--- src/rtl/btn_cond.sv ---
// Push-button conditioner: two-flop synchroniser plus an independent
// counter-based debounce FSM per button, producing level, press and release.
module btn_cond #(
    parameter int N_BTN           = 5,
    parameter int DEBOUNCE_CYCLES = 1000000,
    parameter int CNT_W           = 20
) (
    input  logic             clk,
    input  logic             rst,
    input  logic [N_BTN-1:0] btn_raw,
    output logic [N_BTN-1:0] btn_level,
    output logic [N_BTN-1:0] btn_pulse,
    output logic [N_BTN-1:0] btn_release
);

    typedef enum logic [1:0] {
        IDLE         = 2'd0,
        PRESS_WAIT   = 2'd1,
        PRESSED      = 2'd2,
        RELEASE_WAIT = 2'd3
    } state_t;

    localparam logic [CNT_W-1:0] CNT_LAST = CNT_W'(DEBOUNCE_CYCLES - 1);

    logic [N_BTN-1:0] s1_q;
    logic [N_BTN-1:0] s_q;

    always_ff @(posedge clk or posedge rst) begin
        if (rst) begin
            s1_q <= '0;
            s_q  <= '0;
        end else begin
            s1_q <= btn_raw;
            s_q  <= s1_q;
        end
    end

    genvar gi;
    generate
        for (gi = 0; gi < N_BTN; gi++) begin : g_btn
            state_t           state_q, state_d;
            logic [CNT_W-1:0] cnt_q, cnt_d;
            logic             level_q, level_d;
            logic             pulse_q, pulse_d;
            logic             release_q, release_d;

            always_comb begin
                state_d   = state_q;
                cnt_d     = cnt_q;
                level_d   = level_q;
                pulse_d   = 1'b0;
                release_d = 1'b0;
                case (state_q)
                    IDLE: begin
                        if (s_q[gi]) begin
                            state_d = PRESS_WAIT;
                            cnt_d   = '0;
                        end
                    end
                    PRESS_WAIT: begin
                        // Any low sample throws away the partial qualification.
                        if (!s_q[gi]) begin
                            state_d = IDLE;
                        end else if (cnt_q == CNT_LAST) begin
                            state_d = PRESSED;
                            level_d = 1'b1;
                            pulse_d = 1'b1;
                        end else begin
                            cnt_d = cnt_q + 1'b1;
                        end
                    end
                    PRESSED: begin
                        if (!s_q[gi]) begin
                            state_d = RELEASE_WAIT;
                            cnt_d   = '0;
                        end
                    end
                    RELEASE_WAIT: begin
                        if (s_q[gi]) begin
                            state_d = PRESSED;
                        end else if (cnt_q == CNT_LAST) begin
                            state_d   = IDLE;
                            level_d   = 1'b0;
                            release_d = 1'b1;
                        end else begin
                            cnt_d = cnt_q + 1'b1;
                        end
                    end
                    default: begin
                        state_d = IDLE;
                        cnt_d   = '0;
                    end
                endcase
            end

            always_ff @(posedge clk or posedge rst) begin
                if (rst) begin
                    state_q   <= IDLE;
                    cnt_q     <= '0;
                    level_q   <= 1'b0;
                    pulse_q   <= 1'b0;
                    release_q <= 1'b0;
                end else begin
                    state_q   <= state_d;
                    cnt_q     <= cnt_d;
                    level_q   <= level_d;
                    pulse_q   <= pulse_d;
                    release_q <= release_d;
                end
            end

            assign btn_level[gi]   = level_q;
            assign btn_pulse[gi]   = pulse_q;
            assign btn_release[gi] = release_q;
        end
    endgenerate

endmodule

--- config.mk ---
export PLATFORM = sky130hd
export DESIGN_NAME = btn_cond
export DESIGN_NICKNAME = d
export VERILOG_FILES = /design/src/rtl/btn_cond.sv
export SDC_FILE = /design/constraint.sdc
export NUM_CORES = 1
export LEC_CHECK = 0
export ABC_AREA = 1
export CAP_MARGIN = 5
export CELL_PAD_IN_SITES_DETAIL_PLACEMENT = 1
export CELL_PAD_IN_SITES_GLOBAL_PLACEMENT = 1
export CORE_MARGIN = 2
export CORE_UTILIZATION = 50
export DETAILED_ROUTE_END_ITERATION = 8
export PLACE_DENSITY_LB_ADDON = 0.1
export RECOVER_POWER = 25
export SETUP_SLACK_MARGIN = 0.02
export SYNTH_ARGS = -nofsm -noshare
export SYNTH_HDL_FRONTEND = slang
export SYNTH_SLANG_ARGS = --single-unit
export TNS_END_PERCENT = 30
--- constraint.sdc ---
create_clock -name clk -period 13.1 [get_ports clk]
set_clock_uncertainty 0.15 [all_clocks]
set_input_delay 2.62 -clock clk [delete_from_list [all_inputs] [get_ports clk]]
set_output_delay 2.62 -clock clk [all_outputs]
set_load 0.02 [all_outputs]
Word-level counts from Yosys, hierarchy flattened
Index checks and enable logic that the tools add are counted.
{"block": "word_totals", "mem_count": 0, "rom_bits": 0, "ram_bits": 0, "latch_bits": 0, "ff_bits": 135}
{"block": "classes", "reduce_logical": 25, "magnitude_cmp": 0, "mux": 115, "shift": 0, "add_sub_neg": 5, "n_bitwise": 0, "n_div": 0, "n_mul": 0, "eq_ne": 60}
{"cell": "2-to-1 mux 20 bit", "n": 25}
{"cell": "case mux 20 bit (4 select lines)", "n": 5}
{"cell": "adder 20 x 1 -> 20 bit (second input constant)", "n": 5}
{"cell": "equality test 20 bit (second input constant)", "n": 5}
{"cell": "2-to-1 mux 2 bit", "n": 30}
{"cell": "inequality test 2 bit (second input constant)", "n": 30}
{"cell": "2-to-1 mux 1 bit", "n": 45}
{"cell": "case mux 2 bit (4 select lines)", "n": 5}
{"cell": "AND reduction 4 bit", "n": 10}
{"cell": "inequality test 3 bit (second input constant)", "n": 10}
{"cell": "AND reduction 5 bit", "n": 5}
{"cell": "equality test 2 bit (second input constant)", "n": 10}
{"cell": "equality test 2 x 1 -> 1 bit (second input constant)", "n": 5}
{"cell": "zero test 2 bit", "n": 5}
{"cell": "case mux 1 bit (2 select lines)", "n": 5}
{"cell": "nonzero test 2 bit", "n": 5}

Longest topological paths before layout
Gate-level depths: netlist (run 1).
{"block": "depth", "word_depth": 4, "mapped_depth": 10, "depth_no_buf": 10}

Worst setup path before layout (run 1)
OpenSTA, ideal clock, no wires.
{"block": "synth_timing", "path_type": "register to output", "from": "reg g_btn[0].level_q", "to": "out btn_level[0]", "slack_ns": 9.829, "t_required_ns": 10.330, "arrival_time_ns": 0.501, "path_buffers": 1, "stages_incl_launch_ff": 2, "path_cell_list": "dfrtp_1 > buf_4"}
{"element": "start: declaration", "line": "43", "text": "logic level_q, level_d;"}
{"element": "start signal: assignment", "line": "106", "text": "level_q <= level_d;"}
{"element": "end: declaration", "line": "11", "text": "output logic [N_BTN-1:0] btn_level,"}
No word-level cell between the ends.

Worst setup path in the final report (run 1)
{"block": "layout_timing", "from": "reg g_btn[4].level_q", "to": "out btn_level[4]"}
{"element": "start: declaration", "line": "43"}
{"element": "start signal: assignment", "line": "106"}
No word-level cell between the ends.

==> qor.yml, run 1 <==
switching_share_pct: 23.9
cts_setup_buffers: 0
r2r_slack_ns: 9.99
post-route-drc-count: 0
rsz0062_at_grt: "no"
dp.cells: 1302
power_switching_uw: 238
worstMarginPinSlew_ns: 1.06
dpl-instance-area_um2: 8170
grt_pass1_vias: 7504
netlist_area_um2: 7930
syn_inst: 1100
path_buf_inv: 1
cp.required_ns: 10.33
grt_pass1_wl_um: 35700
mostFrequentLayoutCells: "nand2_1, nor2_1, dfrtp_1, inv_1, nand3_1"
antenna_found_initial: 0
worstPathCellList: "clkdlybuf4s50_1"
cts_buffer_depth: 2
clkPwrFrac_pct: 52.4
critPathMaxFanout: 2
p_comb_share_pct: 3.8
status: "finished clean"
ctsHoldBuffers: 0
slew_viol_final: 0
firstDrtPassIters: 4
synth_area_per_cell_um2: 7.21
hold_viol: 0
row_count: 46
ir_drop_mv: 0.0998
cts_tree: "yes"
ant_nets: 0
fin_cells: 1334
routedWlPerCell_um: 15.9
cap_violations: 0
power_density_nw_per_um2: 115
cp_slowest_cell: "clkdlybuf4s50_1"
antenna_cells: 0
power_leakage_nw: 3.72
max_freq_ghz: 0.238
cts_root_buf: "clkbuf_16"
synth_edf_count: 0
htree_levels: 4
die_h_um: 130
num_vias: 7237
n_fill_cell: 2044
area_growth_pct: 9.62
slew_headroom_pct: 29.3
hold_path_class: "flop to flop"
postLayoutCellArea_um2: 8690
post_cts_resized: 0
cp.arrival_ns: 1.43
worstSetupStartpointType: "flop"
initial_core_util_pct: 50.5
die_x_um: 130
gp_congestion: 0.850
ios: 22
grt_max_degree: 72
ys_types: 32
drt_wl_total_um: 21200
synth_flop_cell: "dfrtp_1"
ys_warn_count: 0
cp_top_family: "buffers and inverters"
finalSetupViolCount: 0
drive_above_1_share_pct: 5.46
crit_type: "flop to output pin"
cts_buffers: 17
syn_nets: 1112
fin_nets: 1117
dp_hpwl_um: 14600
finalSetupTns_ns: 0
die_area_um2: 16900
clock_latency_ns: 0.44
core_region_area_um2: 15700
clk_pin_slew_ns: 0.06
async_flop_share_pct: 100
fin_crit_sh_pct: 32.1
slowest_delay_ns: 0.63
final_common_cell: "nand2_1"
synth-seq-area-share_pct: 42.6
endpoint_kind: "output pin"
seqPwrFrac_pct: 43.8
fin_crit_ns: 4.20
p_int_uw: 759
numPortBuffers: 21
gr-total-overflow: 0
vias_per_cell: 5.43
synth-seq-cells: 135
grt_use_total_pct: 26.7
first_iter_violations: 380
cts_sinks: 135
## synthesized netlist by cell type (all sizes together), types with 8 or more instances
cell / number / area share (%)
buf: 30 / 2.9
dfrtp: 135 / 43
inv: 99 / 4.7
nand2: 370 / 18
nand3: 99 / 7.1
nand4: 41 / 3.2
nor2: 147 / 7.1
nor3: 8 / 0.57
o21ai: 95 / 6.6
o21bai: 12 / 1.1
or2: 17 / 1.3
xor2: 19 / 2.1
## stage by stage
stage	setup WS, ns	util, %	total power, mW	hold WS (ns)
2_1_floorplan	6.72	-	0.472	0.181
3_3_place_gp	8.46	52.0	0.482	0.186
3_5_place_dp	8.41	52.0	0.484	0.186
4_1_cts	8.87	56.0	1.01	0.200
5_1_grt	8.69	55.3	1.03	0.207
6_report	8.90	55.3	0.997	0.197
## worst paths after layout
kind / startpoint / to / depth (start not counted)
worst max-delay path: g_btn[4].level_q$_DFFE_PP0P_ / btn_level[4] / 1
worst min-delay path: s1_q[2]$_DFF_PP0_ / s_q[2]$_DFF_PP0_ / 0
worst max register to register: g_btn[1].state_q[0]$_DFFE_PP0P_ / g_btn[1].cnt_q[8]$_DFFE_PP0P_ / 9
worst min register to register: s1_q[2]$_DFF_PP0_ / s_q[2]$_DFF_PP0_ / 0
max in group asynchronous: rst / g_btn[4].cnt_q[12]$_DFFE_PP0P_ / 3
min in group asynchronous: rst / g_btn[0].cnt_q[16]$_DFFE_PP0P_ / 2
## kinds of logic (layout without fill, tap and decap cells)
logic type      Yosys count  after routing  share of synthesized area [%]
simple gates            691            691                           38.1
flops                   135            135                           42.6
buf+inv                 135            153                           7.90
compound gates          109            109                           7.87
xor+xnor                 25             25                           2.76
fa+ha+maj                 5              5                          0.789
## per-layer routing
layer	track usage [%]	part of all wire (%)	wire, um
met1	34.0	47	9960
met3	4.67	2.0	428
met5	0	0	0
met4	10.1	1.9	408
met2	45.8	49	10400
## area by class of cell
cell class                      instances  area (um^2)  share of cell area, %
Tap cell                              216          270                   3.11
Clock buffer                           18          439                   5.05
Multi-Input combinational cell        830         3810                   43.9
Timing Repair Buffer                   22          218                   2.50
Inverter                               99          377                   4.33
Sequential cell                       135         3380                   38.9
Clock inverter                         14          196                   2.26
## power by group through the flow
stage | logic (mW) | clock network [mW] | registers (mW)
after floorplan | 0.0339 | 0 | 0.438
after global placement | 0.0387 | 0 | 0.443
after detailed placement | 0.0399 | 0 | 0.444
after CTS | 0.0408 | 0.532 | 0.436
after global routing | 0.0451 | 0.548 | 0.437
final | 0.0382 | 0.523 | 0.436
## state kept, by name (all words and copies together), names as in the netlist, named ones only
name,flops
g_btn.cnt_q,100
g_btn.release_q,5
s1_q,5
g_btn.pulse_q,5
s_q,5
g_btn.state_q,5
g_btn.level_q,5
No activity file was read; power rests on OpenSTA's default activity.
==> inputs of run 2 (changes only) <==
Settings changed: CORE_UTILIZATION 50 to 42.
Clock period 13.1 ns to 3.75 ns, I/O delays scaled along.
==> run 2 against run 1 <==
  * Non-clock buffer count is 7 higher
  * Global-route usage decreased by 4.6 points
  * Hold slack lost 0.0024 ns
  * Cell count is 1.9% higher
  * Critical path depth up 7
  * Power rose to 3.5 times the previous value
  * Sequential cell count unchanged
  * Sequential power rose to 3.5 times the previous value
  * Critical path type is now flop to flop
  * Largest power group unchanged
==> qor.yml, run 2 (synthesis gave the netlist of run 1 again) <==
status: "finished clean"
grt_max_degree: 37  # -49%
r2r_slack_ns: 1.34  # -8.65 ns
postLayoutCellArea_um2: 8870  # +2.0%
drt_wl_total_um: 20400  # -3.8%
post-route-drc-count: 0  # unchanged
ant_nets: 0  # unchanged
cts_root_buf: "clkbuf_16"
rsz0062_at_grt: "no"
endpoint_kind: "flop"
dp_hpwl_um: 14600  # +0.19%
firstDrtPassIters: 4  # unchanged
grt_use_total_pct: 22.2  # -4.6 points
ir_drop_mv: 0.295  # +200%
cts_setup_buffers: 0  # unchanged
clock_latency_ns: 0.43  # about the same
power_density_nw_per_um2: 390  # +240%
slew_viol_final: 0  # unchanged
cap_violations: 0  # unchanged
finalSetupViolCount: 0  # unchanged
mostFrequentLayoutCells: "nand2_1, nor2_1, dfrtp_1, inv_1, nand3_1"
fin_crit_ns: 2.41
whs_ns: 0.194  # -0.00239 ns
worstSetupStartpointType: "flop"
max_freq_ghz: 0.416
die_area_um2: 20000  # +18%
grt_pass1_vias: 7206  # -4.0%
top_register: "g_btn.cnt_q"
worstMarginPinSlew_ns: 1.41  # +0.352 ns
clk_pin_slew_ns: 0.06  # about the same
hold_path_end: "s_q[0]$_DFF_PP0_"
post_cts_resized: 0  # unchanged
vias_per_cell: 5.16  # -4.9%
largest_reg_flops: 100  # unchanged
row_count: 50  # +8.7%
crit_type: "flop to flop"
grt_pass1_wl_um: 35800  # +0.27%
ff2ff_path_depth: 8  # -1
cts_buffers: 17  # unchanged
die_x_um: 141  # +8.8%
power_leakage_nw: 3.80  # +2.1%
reg2reg_to: "g_btn[1].cnt_q[8]$_DFFE_PP0P_"
num_vias: 7008  # -3.2%
gr-total-overflow: 0  # unchanged
min_path_cells: 0  # unchanged
critPathMaxFanout: 35  # +33
die_h_um: 141  # +8.8%
cp.required_ns: 3.91  # -6.42 ns
cts_tree: "yes"
drive_above_1_share_pct: 8.18  # +2.7 points
area_growth_pct: 11.9
fin_crit_sh_pct: 64.2
ctsHoldBuffers: 0  # unchanged
cp.arrival_ns: 2.57  # +1.14 ns
first_iter_violations: 291  # -23%
ios: 22  # unchanged
cts_buffer_depth: 2  # unchanged
reg2reg_from: "g_btn[1].cnt_q[0]$_DFFE_PP0P_"
cts_sinks: 135  # unchanged
dpl-instance-area_um2: 8270  # +1.2%
hp-start: "s1_q[0]$_DFF_PP0_"
hold_path_class: "flop to flop"
hold_viol: 0  # unchanged
initial_core_util_pct: 42.5  # -7.9 points
gp_congestion: 0.800  # -5.9%
htree_levels: 4  # unchanged
fin_nets: 1124  # +0.63%
numPortBuffers: 21  # unchanged
final_common_cell: "nand2_1"
slew_headroom_pct: 5.47  # -24 points
antenna_cells: 0  # unchanged
antenna_found_initial: 0  # unchanged
core_region_area_um2: 18600  # +19%
finalSetupTns_ns: 0  # unchanged
routedWlPerCell_um: 15.0  # -5.6%
run 2: cell count changes in the layout (fill, tap and decap cells not counted), moves of 5 or more:
cell             delta
o21ai_0            -13
o21ai_2            +13
clkdlybuf4s50_1     -6
dlygate4sd3_1       +6
nand3_1             -6
buf_4               +5
clkinv_2            +5
clkinvlp_4          -5
nand3_2             +5
run 2: critical path, cell delays in order, from the launching register on:
cell and delay, ns:
dfrtp_1 0.40, ha_1 0.32, nand3_2 0.16, nor2_1 0.16, nand3_2 0.13, nand2_2 0.47
inv_1 0.27, nand3b_1 0.16, nand2_1 0.07
run 2: how the worst max path moves through the flow:
stage	slack [ns]	cells past startpoint	to	startpoint
3_3_place_gp	1.42	8	g_btn[0].cnt_q[0]$_DFFE_PP0P_	g_btn[0].cnt_q[0]$_DFFE_PP0P_
5_1_grt	1.0	8	g_btn[0].cnt_q[18]$_DFFE_PP0P_	g_btn[0].cnt_q[0]$_DFFE_PP0P_
4_1_cts	1.29	8	g_btn[0].cnt_q[17]$_DFFE_PP0P_	g_btn[0].cnt_q[0]$_DFFE_PP0P_
3_5_place_dp	1.32	8	g_btn[2].cnt_q[9]$_DFFE_PP0P_	g_btn[2].cnt_q[0]$_DFFE_PP0P_
6_report	1.34	8	g_btn[1].cnt_q[8]$_DFFE_PP0P_	g_btn[1].cnt_q[0]$_DFFE_PP0P_
2_1_floorplan	1.17	1	async pin	rst
run 2: per-stage QoR:
stage	worst slack, ns	util [%]	cells	total power [mW]
global placement	1.42	44.3	1327	1.69
floorplan	1.17	-	1100	1.65
global route	0.999	47.6	1359	3.59
detailed placement	1.32	44.3	1327	1.70
CTS	1.29	47.7	1359	3.52
finish	1.34	47.6	1359	3.46
run 2: report_power, final:
group | total (mW) | internal (mW) | switching (mW)
logic | 0.154 | 0.0421 | 0.112
registers | 1.51 | 1.48 | 0.0295
clock network | 1.79 | 1.13 | 0.664
total | 3.46 | 2.65 | 0.805
run 2: cell type report:
class / count / area, um^2
clock inverters: 13 / 175
multi-input cells: 830 / 3910
inverters: 99 / 373
well taps: 234 / 293
repair buffers: 29 / 295
fillers: 2391 / 9770
flip-flops and latches: 135 / 3380
clock buffers: 19 / 443
run 2: routing by layer:
| layer | wire [um] | track usage (%) | vias up |
|---|---|---|---|
| li1 | - | - | 3537 |
| met1 | 10200 | 30.3 | 3402 |
| met2 | 9540 | 35.9 | 50 |
| met3 | 423 | 4.29 | 19 |
| met4 | 254 | 6.47 | 0 |
| met5 | 0 | 0 | - |
==> inputs of run 3 (changes only) <==
Clock period 3.75 ns to 2.2 ns, I/O delays scaled along.
==> run 3 against run 2 <==
  * Register-to-register slack worse by 1.1 ns
  * Sequential cell count did not move
  * Clock power is 46% higher
  * Utilization shrank 0.081 points
  * Worst setup slack lost 1.2 ns
  * Sequential power rose by 71%
  * Combinational power grew 79%
  * Cell count up 0.66%
  * Global-route usage fell by 0.44 points
  * Design area shrank 0.17%
  * Critical path type is now flop to output pin
  * Largest cell class unchanged
==> qor.yml, run 3 (synthesis gave the netlist of run 1 again) <==
antenna_cells: 0  # unchanged
n_fill_cell: 2394  # +0.13%
slew_headroom_pct: 19.8  # +14 points
slowest_delay_ns: 0.63  # +0.16 ns
seqPwrFrac_pct: 47.2  # +3.4 points
p_comb_share_pct: 5.0  # +0.5 points
clock_latency_ns: 0.42  # about the same
cts_sinks: 135  # unchanged
reg2reg_from: "g_btn[0].cnt_q[0]$_DFFE_PP0P_"
crit_type: "flop to output pin"
seq_area_um2: 3380  # unchanged
num_vias: 7043  # +0.50%
max_freq_ghz: 0.489
initial_core_util_pct: 42.5  # unchanged
drt_wl_total_um: 20400  # about the same
p_int_mw: 4.19  # +58%
antenna_found_initial: 0  # unchanged
power_density_nw_per_um2: 617  # +58%
rsz0062_at_grt: "no"
status: "finished clean"
post_cts_resized: 0  # unchanged
cap_violations: 0  # unchanged
vias_per_cell: 5.15  # -0.16%
row_count: 50  # unchanged
core_region_area_um2: 18600  # unchanged
endpoint_kind: "output pin"
hp-start: "s1_q[4]$_DFF_PP0_"
setup_ws_ns: 0.155  # -1.19 ns
grt_use_total_pct: 21.7  # -0.44 points
gp_congestion: 0.841  # +5.1%
worstMarginPinSlew_ns: 1.20  # -0.207 ns
postLayoutCellArea_um2: 8860  # -0.17%
cp_top_family: "buffers and inverters"
fin_cells: 1368  # +0.66%
ir_drop_mv: 0.497  # +68%
dp.cells: 1339  # +0.90%
fin_crit_sh_pct: 93.0
critPathMaxFanout: 2  # -94%
finalSetupViolCount: 0  # unchanged
htree_levels: 4  # unchanged
area_growth_pct: 11.7
cp_slowest_cell: "clkdlybuf4s50_1"
multiInputGateArea_um2: 3930  # +0.29%
firstDrtPassIters: 4  # unchanged
ios: 22  # unchanged
slew_viol_final: 0  # unchanged
cts_root_buf: "clkbuf_16"
fin_nets: 1136  # +1.1%
largest_reg_flops: 100  # unchanged
numPortBuffers: 21  # unchanged
final_common_cell: "nand2_1"
fin_crit_ns: 2.05
ctsHoldBuffers: 0  # unchanged
path_buf_inv: 1  # unchanged
clkPwrFrac_pct: 47.8  # -4.0 points
whs_ns: 0.198  # +0.00406 ns
cp.arrival_ns: 1.46  # -1.11 ns
finalSetupTns_ns: 0  # unchanged
hold_viol: 0  # unchanged
cts_setup_buffers: 0  # unchanged
grt_pass1_vias: 7347  # +2.0%
power_leakage_nw: 3.83  # +0.66%
top_register: "g_btn.cnt_q"
mostFrequentLayoutCells: "nand2_1, nor2_1, dfrtp_1, inv_1, nand3_1"
switching_share_pct: 23.2  # -0.076 points
cts_buffer_depth: 2  # unchanged
ant_nets: 0  # unchanged
first_iter_violations: 265  # -8.9%
power_switching_mw: 1.27  # +57%
dpl-instance-area_um2: 8380  # +1.4%
dp_hpwl_um: 14800  # +1.2%
drive_above_1_share_pct: 8.64  # +0.46 points
worstSetupStartpointType: "flop"
routedWlPerCell_um: 14.9  # -0.74%
grt_max_degree: 49  # +32%
post-route-drc-count: 0  # unchanged
dp_slack_ns: 0.202  # -1.12 ns
gr-total-overflow: 0  # unchanged
fin_util_pct: 47.5  # -0.081 points
die_h_um: 141  # unchanged
die_x_um: 141  # unchanged
startpoint: "g_btn[0].level_q$_DFFE_PP0P_"
cts_tree: "yes"
total_power_mw: 5.46  # +58%
cts_buffers: 17  # unchanged
clk_pin_slew_ns: 0.06  # about the same
worstPathCellList: "clkdlybuf4s50_1"
cp.required_ns: 1.61  # -2.30 ns
grt_pass1_wl_um: 35400  # -1.2%
die_area_um2: 20000  # unchanged
hold_path_class: "flop to flop"
==> run 3: cell count changes in the layout (fill, tap and decap cells not counted) <==
cell / before / now
clkbuf_8: 1 / 2
clkinvlp_4: 1 / 0
buf_4: 6 / 16
inv_6: 2 / 0
bufinv_16: 4 / 1
clkinv_2: 6 / 4
nor3b_1: 1 / 0
clkbuf_1: 1 / 5
nor3b_4: 0 / 1
clkbuf_2: 0 / 3
buf_12: 2 / 1
==> run 3: final cells by class <==
class                   instances  area share (%)
inverters                      99            4.21
well taps                     234            3.31
multi-input cells             830            44.3
repair buffers                 41            4.13
clock inverters                 5           0.565
clock buffers                  24            5.33
flip-flops and latches        135            38.1
==> run 3: worst paths after layout <==
kind	to	depth (start not counted)	slack, ns
hold reg to reg	s_q[4]$_DFF_PP0_	0	0.20
min in group asynchronous	g_btn[3].release_q$_DFF_PP0_	3	0.76
setup reg to reg	g_btn[0].cnt_q[0]$_DFFE_PP0P_	8	0.21
max in group asynchronous	g_btn[0].cnt_q[1]$_DFFE_PP0P_	3	0.33
setup / recovery	btn_level[0]	1	0.15
hold / removal	s_q[4]$_DFF_PP0_	0	0.20
==> run 3: power groups by stage <==
stage | sequential, mW | combinational (mW) | clock, mW
final | 2.58 | 0.275 | 2.61
after global routing | 2.58 | 0.321 | 2.79
after CTS | 2.58 | 0.298 | 2.67
after detailed placement | 2.62 | 0.297 | 0
after global placement | 2.62 | 0.289 | 0
after floorplan | 2.61 | 0.202 | 0
==> run 3: per-layer routing <==
metal	track usage, %	wire, um	vias up
met2	36.1	9620	65
li1	-	-	3558
met5	0	0	-
met3	4.29	522	17
met1	29.2	9990	3403
met4	5.68	231	0
